--- config.mk ---
export PLATFORM = sky130hd
export DESIGN_NAME = bolme_param_flat
export DESIGN_NICKNAME = d
export VERILOG_FILES = /design/src/rtl/bolme_param_if.sv /design/src/rtl/bolme_param.sv /design/src/flat_wrapper.sv
export SDC_FILE = /design/constraint.sdc
export NUM_CORES = 1
export LEC_CHECK = 0
export BUFFER_PORTS_ARGS = -buffer_cell sky130_fd_sc_hd__buf_2
export CAP_MARGIN = 20
export CORE_ASPECT_RATIO = 1.2
export CORE_MARGIN = 4
export CORE_UTILIZATION = 35
export CTS_BUF_LIST = sky130_fd_sc_hd__clkbuf_4 sky130_fd_sc_hd__clkbuf_8
export CTS_CLUSTER_DIAMETER = 60
export CTS_CLUSTER_SIZE = 12
export DETAILED_ROUTE_END_ITERATION = 7
export GPL_ROUTABILITY_DRIVEN = 1
export PLACE_DENSITY_LB_ADDON = 0.12
export SETUP_SLACK_MARGIN = 0.15
export SYNTH_ARGS = -nofsm -noshare
export SYNTH_HDL_FRONTEND = slang
export SYNTH_SLANG_ARGS = --single-unit
--- constraint.sdc ---
create_clock -name clk -period 2.5 [get_ports clk]
set_input_delay 0.125 -clock clk [delete_from_list [all_inputs] [get_ports clk]]
set_output_delay 0.125 -clock clk [all_outputs]
set_load 0.01 [all_outputs]
--- src/rtl/bolme_param_if.sv ---
// bolme_param_if: start/operand/result bundle for the fixed-point divider.
//   master (requester): drives basla, bolunen, bolen; observes results.
//   slave  (divider)  : drives sonuc, hazir, gecerli, tasma, sifira_bolme.
interface bolme_param_if #(
  parameter int unsigned GENISLIK = 32
);
  logic                basla;
  logic [GENISLIK-1:0] bolunen;
  logic [GENISLIK-1:0] bolen;
  logic [GENISLIK-1:0] sonuc;
  logic                hazir;
  logic                gecerli;
  logic                tasma;
  logic                sifira_bolme;

  modport master (
    output basla, bolunen, bolen,
    input  sonuc, hazir, gecerli, tasma, sifira_bolme
  );

  modport slave (
    input  basla, bolunen, bolen,
    output sonuc, hazir, gecerli, tasma, sifira_bolme
  );
endinterface

--- src/rtl/bolme_param.sv ---
// bolme_param: sequential fixed-point divider, Q = floor(bolunen * 2^KESIR / bolen),
// restoring long division, one quotient bit per clock, MSB first.
// Ports:
//   clk     - clock, rising edge
//   rst_n   - asynchronous active-low reset
//   bus     - bolme_param_if.slave: basla/bolunen/bolen in; sonuc/hazir/gecerli/
//             tasma/sifira_bolme out (all registered)
// Build option: define BOLME_ISARETLI_EN for two's-complement operands and result;
// undefined gives the unsigned divider. Latency is identical in both builds.
module bolme_param #(
  parameter int unsigned GENISLIK = 32,
  parameter int unsigned KESIR    = 16
) (
  input  logic         clk,
  input  logic         rst_n,
  bolme_param_if.slave bus
);

  localparam int unsigned W  = GENISLIK + KESIR;
  localparam int unsigned CW = $clog2(W);
  localparam logic [CW-1:0] SON_ADIM = CW'(W - 1);

  typedef enum logic [1:0] {
    BOS   = 2'd0,
    HESAP = 2'd1,
    BITTI = 2'd2
  } durum_t;

  durum_t              durum;
  logic [W-1:0]        bolunen_q;   // scaled dividend, shifted out MSB first
  logic [GENISLIK-1:0] bolen_q;
  logic [GENISLIK-1:0] kalan_q;     // partial remainder, always < bolen_q
  logic [W-1:0]        bolum_q;     // quotient bits collected so far
  logic [CW-1:0]       sayac_q;

  logic [GENISLIK-1:0] sonuc_q;
  logic                hazir_q;
  logic                gecerli_q;
  logic                tasma_q;
  logic                sifira_q;

  assign bus.sonuc        = sonuc_q;
  assign bus.hazir        = hazir_q;
  assign bus.gecerli      = gecerli_q;
  assign bus.tasma        = tasma_q;
  assign bus.sifira_bolme = sifira_q;

  // Operand magnitudes taken at acceptance
  logic [GENISLIK-1:0] bolunen_mag;
  logic [GENISLIK-1:0] bolen_mag;
`ifdef BOLME_ISARETLI_EN
  logic                isaret_q;
  logic                isaret_nx;

  always_comb begin
    bolunen_mag = bus.bolunen;
    bolen_mag   = bus.bolen;
    isaret_nx   = bus.bolunen[GENISLIK-1] ^ bus.bolen[GENISLIK-1];
    if (bus.bolunen[GENISLIK-1]) bolunen_mag = ~bus.bolunen + GENISLIK'(1);
    if (bus.bolen[GENISLIK-1])   bolen_mag   = ~bus.bolen + GENISLIK'(1);
  end
`else
  always_comb begin
    bolunen_mag = bus.bolunen;
    bolen_mag   = bus.bolen;
  end
`endif

  // One restoring-division step
  logic [GENISLIK:0]   kalan_kay;
  logic [GENISLIK:0]   fark;
  logic                buyuk;
  logic [GENISLIK-1:0] kalan_nx;
  logic [W-1:0]        bolum_nx;

  always_comb begin
    kalan_kay = {kalan_q, bolunen_q[W-1]};
    fark      = kalan_kay - {1'b0, bolen_q};
    buyuk     = (kalan_kay >= {1'b0, bolen_q});
    kalan_nx  = buyuk ? fark[GENISLIK-1:0] : kalan_kay[GENISLIK-1:0];
    bolum_nx  = {bolum_q[W-2:0], buyuk};
  end

  // Final result with saturation, evaluated on the last step's quotient
  logic                ust_sifir;
  logic                tasma_nx;
  logic [GENISLIK-1:0] sonuc_nx;

  always_comb begin
    ust_sifir = (bolum_nx[W-1:GENISLIK] == '0);
`ifdef BOLME_ISARETLI_EN
    if (isaret_q) begin
      // magnitude 2^(GENISLIK-1) is still representable as the most negative value
      tasma_nx = !ust_sifir || (bolum_nx[GENISLIK-1] && (bolum_nx[GENISLIK-2:0] != '0));
      sonuc_nx = tasma_nx ? {1'b1, {(GENISLIK-1){1'b0}}}
                          : (~bolum_nx[GENISLIK-1:0] + GENISLIK'(1));
    end else begin
      tasma_nx = !ust_sifir || bolum_nx[GENISLIK-1];
      sonuc_nx = tasma_nx ? {1'b0, {(GENISLIK-1){1'b1}}} : bolum_nx[GENISLIK-1:0];
    end
`else
    tasma_nx = !ust_sifir;
    sonuc_nx = tasma_nx ? {GENISLIK{1'b1}} : bolum_nx[GENISLIK-1:0];
`endif
  end

  // Control FSM and all registered state
  always_ff @(posedge clk or negedge rst_n) begin
    if (!rst_n) begin
      durum     <= BOS;
      bolunen_q <= '0;
      bolen_q   <= '0;
      kalan_q   <= '0;
      bolum_q   <= '0;
      sayac_q   <= '0;
      sonuc_q   <= '0;
      hazir_q   <= 1'b1;
      gecerli_q <= 1'b0;
      tasma_q   <= 1'b0;
      sifira_q  <= 1'b0;
`ifdef BOLME_ISARETLI_EN
      isaret_q  <= 1'b0;
`endif
    end else begin
      gecerli_q <= 1'b0;
      case (durum)
        BOS: begin
          if (bus.basla) begin
            bolunen_q <= {bolunen_mag, {KESIR{1'b0}}};
            bolen_q   <= bolen_mag;
            kalan_q   <= '0;
            bolum_q   <= '0;
            sayac_q   <= '0;
            tasma_q   <= 1'b0;
            sifira_q  <= 1'b0;
            hazir_q   <= 1'b0;
`ifdef BOLME_ISARETLI_EN
            isaret_q  <= isaret_nx;
`endif
            if (bus.bolen == '0) begin
              // divide-by-zero publishes immediately without iterating
              durum     <= BITTI;
              sonuc_q   <= '0;
              sifira_q  <= 1'b1;
              gecerli_q <= 1'b1;
            end else begin
              durum <= HESAP;
            end
          end
        end
        HESAP: begin
          kalan_q   <= kalan_nx;
          bolum_q   <= bolum_nx;
          bolunen_q <= {bolunen_q[W-2:0], 1'b0};
          sayac_q   <= sayac_q + CW'(1);
          if (sayac_q == SON_ADIM) begin
            durum     <= BITTI;
            sonuc_q   <= sonuc_nx;
            tasma_q   <= tasma_nx;
            gecerli_q <= 1'b1;
          end
        end
        BITTI: begin
          durum   <= BOS;
          hazir_q <= 1'b1;
        end
        default: begin
          durum   <= BOS;
          hazir_q <= 1'b1;
        end
      endcase
    end
  end

endmodule

--- src/flat_wrapper.sv ---
// flat-port wrapper written by rule: the top's interface ports become plain ports
module bolme_param_flat 
#(
  parameter int unsigned GENISLIK = 32,
  parameter int unsigned KESIR    = 16
)
  (clk, rst_n, bus_basla, bus_bolunen, bus_bolen, bus_sonuc, bus_hazir, bus_gecerli, bus_tasma, bus_sifira_bolme);
  bolme_param_if #(.GENISLIK(GENISLIK)) bus_i ();
  input  logic clk;
  input  logic rst_n;
  input wire logic [$bits(bus_i.basla)-1:0] bus_basla;
  input wire logic [$bits(bus_i.bolunen)-1:0] bus_bolunen;
  input wire logic [$bits(bus_i.bolen)-1:0] bus_bolen;
  output wire logic [$bits(bus_i.sonuc)-1:0] bus_sonuc;
  output wire logic [$bits(bus_i.hazir)-1:0] bus_hazir;
  output wire logic [$bits(bus_i.gecerli)-1:0] bus_gecerli;
  output wire logic [$bits(bus_i.tasma)-1:0] bus_tasma;
  output wire logic [$bits(bus_i.sifira_bolme)-1:0] bus_sifira_bolme;
  assign bus_i.basla = bus_basla;
  assign bus_i.bolunen = bus_bolunen;
  assign bus_i.bolen = bus_bolen;
  assign bus_sonuc = bus_i.sonuc;
  assign bus_hazir = bus_i.hazir;
  assign bus_gecerli = bus_i.gecerli;
  assign bus_tasma = bus_i.tasma;
  assign bus_sifira_bolme = bus_i.sifira_bolme;
  bolme_param #(.GENISLIK(GENISLIK), .KESIR(KESIR)) u_core (.clk(clk), .rst_n(rst_n), .bus(bus_i));
endmodule
==> impl_metrics.env <==
export IMPL_final_common_cell="nand2_1"
export IMPL_worst_setup_path_type="reg2reg"
export IMPL_antenna_found_initial=0
export IMPL_drv_cap=0
export IMPL_setup_ws_ns=-0.188
export IMPL_p_per_area_nw_per_um2=1550
export IMPL_drv_slew=0
export IMPL_cpPeakStageDelay_ns=0.39
export IMPL_min_path_type="in2reg"
export IMPL_placed_area_um2=11300
export IMPL_violations="setup timing"
export IMPL_die_area_um2=29800
export IMPL_max_slew_margin=0.581
export IMPL_synth_cells=1013
export IMPL_syn_nets=1114
export IMPL_fin_crit_ns=2.69
export IMPL_rsz0062_at_grt="true"
export IMPL_htreeDepth=4
export IMPL_hold_viol=0
export IMPL_gr_total_overflow=0
export IMPL_fin_nets=1368
export IMPL_drt_wirelength_per_cell_um=15.1
export IMPL_synth_cell_types=56
export IMPL_clkTransAtPathRegs_ns=0.10
export IMPL_first_iter_violations=401
export IMPL_ir_drop_mv=0.675
export IMPL_critical_path_cell_chain="inv_2, ha_4, a21o_1, a21oi_2, o21bai_1, a21o_1, a221o_1, a211oi_2, o21ai_4, buf_4, buf_6, mux2i_1, o22ai_1"
export IMPL_crit_family="compound AO/OA/AOI/OAI gates"
export IMPL_ant_nets=0
export IMPL_max_freq_mhz=372
export IMPL_cts_tree="yes"
export IMPL_mostFrequentLayoutCells="nand2_1, dfrtp_1, o21ai_0"
export IMPL_grt_max_degree=90
export IMPL_port_buffers=102
export IMPL_fin_area_um2=12700
export IMPL_synth_largest_area_cell="dfrtp_1"
export IMPL_n_antenna_cell=0
export IMPL_synth_top_cell_area_share=0.490
export IMPL_setup_viol=33
export IMPL_clk_latency_ns=0.47
export IMPL_syn_area_per_cell_um2=9.37
export IMPL_clk_path_buf_depth=2
export IMPL_wl_um=24300
export IMPL_fillers=2508
export IMPL_timing_hold_ws_ns=0.0765
export IMPL_critPathMostFrequentCell="a21o_1"
export IMPL_clock_skew_ns=0.0112
export IMPL_grt_pass1_wl_um=41000
export IMPL_grt_pass1_vias=8057
export IMPL_synth_edf_count=0
export IMPL_core_um2=26500
export IMPL_yosys_warnings=0
export IMPL_syn_area_um2=9500
export IMPL_cp_arrival_ns=3.01
export IMPL_clock_sinks=187
export IMPL_drc=0
export IMPL_crit_buf_inv=3
export IMPL_cts_root_buf="clkbuf_8"
export IMPL_crit_path_end_kind="flop"
export IMPL_leakagePower_nw=5.87
export IMPL_drive_gt1_frac=0.255
export IMPL_critical_path_required_ns=2.82
export IMPL_io_pins=103
export IMPL_synthFlopType="dfrtp_1"
export IMPL_crit_fanout=5
export IMPL_finalCritPeriodShare=1.08
export IMPL_synthArstFlopShare=1.00
export IMPL_initial_utilization=0.358
export IMPL_syn_to_final_growth_pct=33.8
export IMPL_die_w_um=158
export IMPL_routed_via_density=4.93
export IMPL_synth_seq_area_share=0.493
export IMPL_outcome="finished with violations"
export IMPL_ys_seq_elements=187
export IMPL_place_gp_congestion=0.860
export IMPL_num_rows=65
export IMPL_hpwl_um=16600
export IMPL_die_h_um=188
export IMPL_cts_buffers=17
export IMPL_track_usage=0.168
export IMPL_synthTopCellsByArea="dfrtp_1, nand2_1, o21ai_0"
export IMPL_dr_pass1_iters=4
export IMPL_cpMaxStageDelayCell="dfrtp_1"
export IMPL_tightest_slew_ns=0.628
export IMPL_vias=7963
export IMPL_cp_start_kind="flop"
[cell usage after synthesis, types with 10 or more instances]
library cell / count
nand3_1: 10
nand2_1: 191
a21oi_1: 65
xnor2_1: 20
a22o_1: 33
nor2_1: 34
dfrtp_1: 186
clkbuf_1: 45
ha_1: 33
o21ai_0: 126
nor4_1: 14
nand4_1: 11
mux2i_1: 60
xor2_1: 13
inv_1: 41
o21ai_1: 29
[metal layers]
| layer | part of all wire | GRT usage | wire (um) |
|---|---|---|---|
| met5 | 0 | 0 | 0 |
| met4 | 0.018 | 0.0459 | 432 |
| met3 | 0.031 | 0.0294 | 763 |
| met2 | 0.49 | 0.282 | 11900 |
| met1 | 0.46 | 0.222 | 11200 |
[cells by family (layout without fill, tap and decap cells)]
group | after synthesis | after routing | synth area share
flops | 187 | 187 | 0.493
xor+xnor | 33 | 33 | 0.0304
simple gates | 290 | 290 | 0.130
buf+inv | 106 | 373 | 0.0453
compound gates | 300 | 300 | 0.189
mux | 63 | 63 | 0.0668
fa+ha+maj | 34 | 34 | 0.0456
[state kept, by name, indices dropped and copies added (netlist names)]
signal                   flops
u_core.bolunen_q            32
u_core.bus.sonuc            32
u_core.bolum_q              47
u_core.durum                 2
u_core.bus.sifira_bolme      1
u_core.bolen_q              32
u_core.bus.hazir             1
u_core.bus.gecerli           1
u_core.kalan_q              32
u_core.sayac_q               6
u_core.bus.tasma             1
[per-stage QoR]
stage / setup TNS [ns] / util / setup WS [ns] / power (mW) / std cells
3_3_place_gp: -4.65 / 0.428 / -0.174 / 16.8 / 1510
2_1_floorplan: 0 / - / 0.0236 / 12.8 / 1013
5_1_grt: -8.22 / 0.479 / -0.305 / 21.6 / 1615
4_1_cts: -4.95 / 0.473 / -0.189 / 19.4 / 1611
6_report: -4.30 / 0.479 / -0.188 / 19.7 / 1615
3_5_place_dp: -7.65 / 0.428 / -0.277 / 16.8 / 1510
[worst min-delay path: stages]
cell	delay, ns
buf_2	0.11
nor3b_1	0.13
a21oi_1	0.11
nor2_1	0.05
[repair_timing]
item	in CTS	in global routing
endpoints found under the hold margin	132	0
setup buffers	4	4
endpoints found under the setup margin	34	34
hold buffers	65	0
pin swaps	5	2
resized for setup	13	28
[final cells by class]
type | instances | area (um2) | share of cell area
multi-input cells | 720 | 4730 | 0.372
clock buffers | 18 | 241 | 0.0190
clock inverters | 14 | 189 | 0.0149
inverters | 41 | 154 | 0.0121
flip-flops and latches | 187 | 4680 | 0.368
well taps | 335 | 419 | 0.0330
repair buffers | 300 | 2290 | 0.180
[where the power goes]
| group | switching, mW | leakage (nW) | internal [mW] |
|---|---|---|---|
| clock | 1.17 | 0.214 | 1.03 |
| sequential | 0.815 | 2.41 | 4.40 |
| combinational | 6.13 | 3.25 | 6.14 |
[final timing paths]
check	start	to	cells after the start	slack, ns
worst max-delay path	u_core.bolen_q[26]$_DFFE_PN0P_	u_core.kalan_q[27]$_DFFE_PN0P_	13	-0.19
worst min-delay path	bus_basla	u_core.durum[0]$_DFFE_PN0P_	4	0.08
worst max register to register	u_core.bolen_q[26]$_DFFE_PN0P_	u_core.kalan_q[27]$_DFFE_PN0P_	13	-0.19
worst min register to register	u_core.bus.sonuc[19]$_DFFE_PN0P_	u_core.bus.sonuc[19]$_DFFE_PN0P_	2	0.48
max in group asynchronous	rst_n	u_core.kalan_q[3]$_DFFE_PN0P_	3	1.53
min in group asynchronous	rst_n	u_core.bolunen_q[39]$_DFFE_PN0P_	2	0.21
Power figures use the tool's default switching activity.
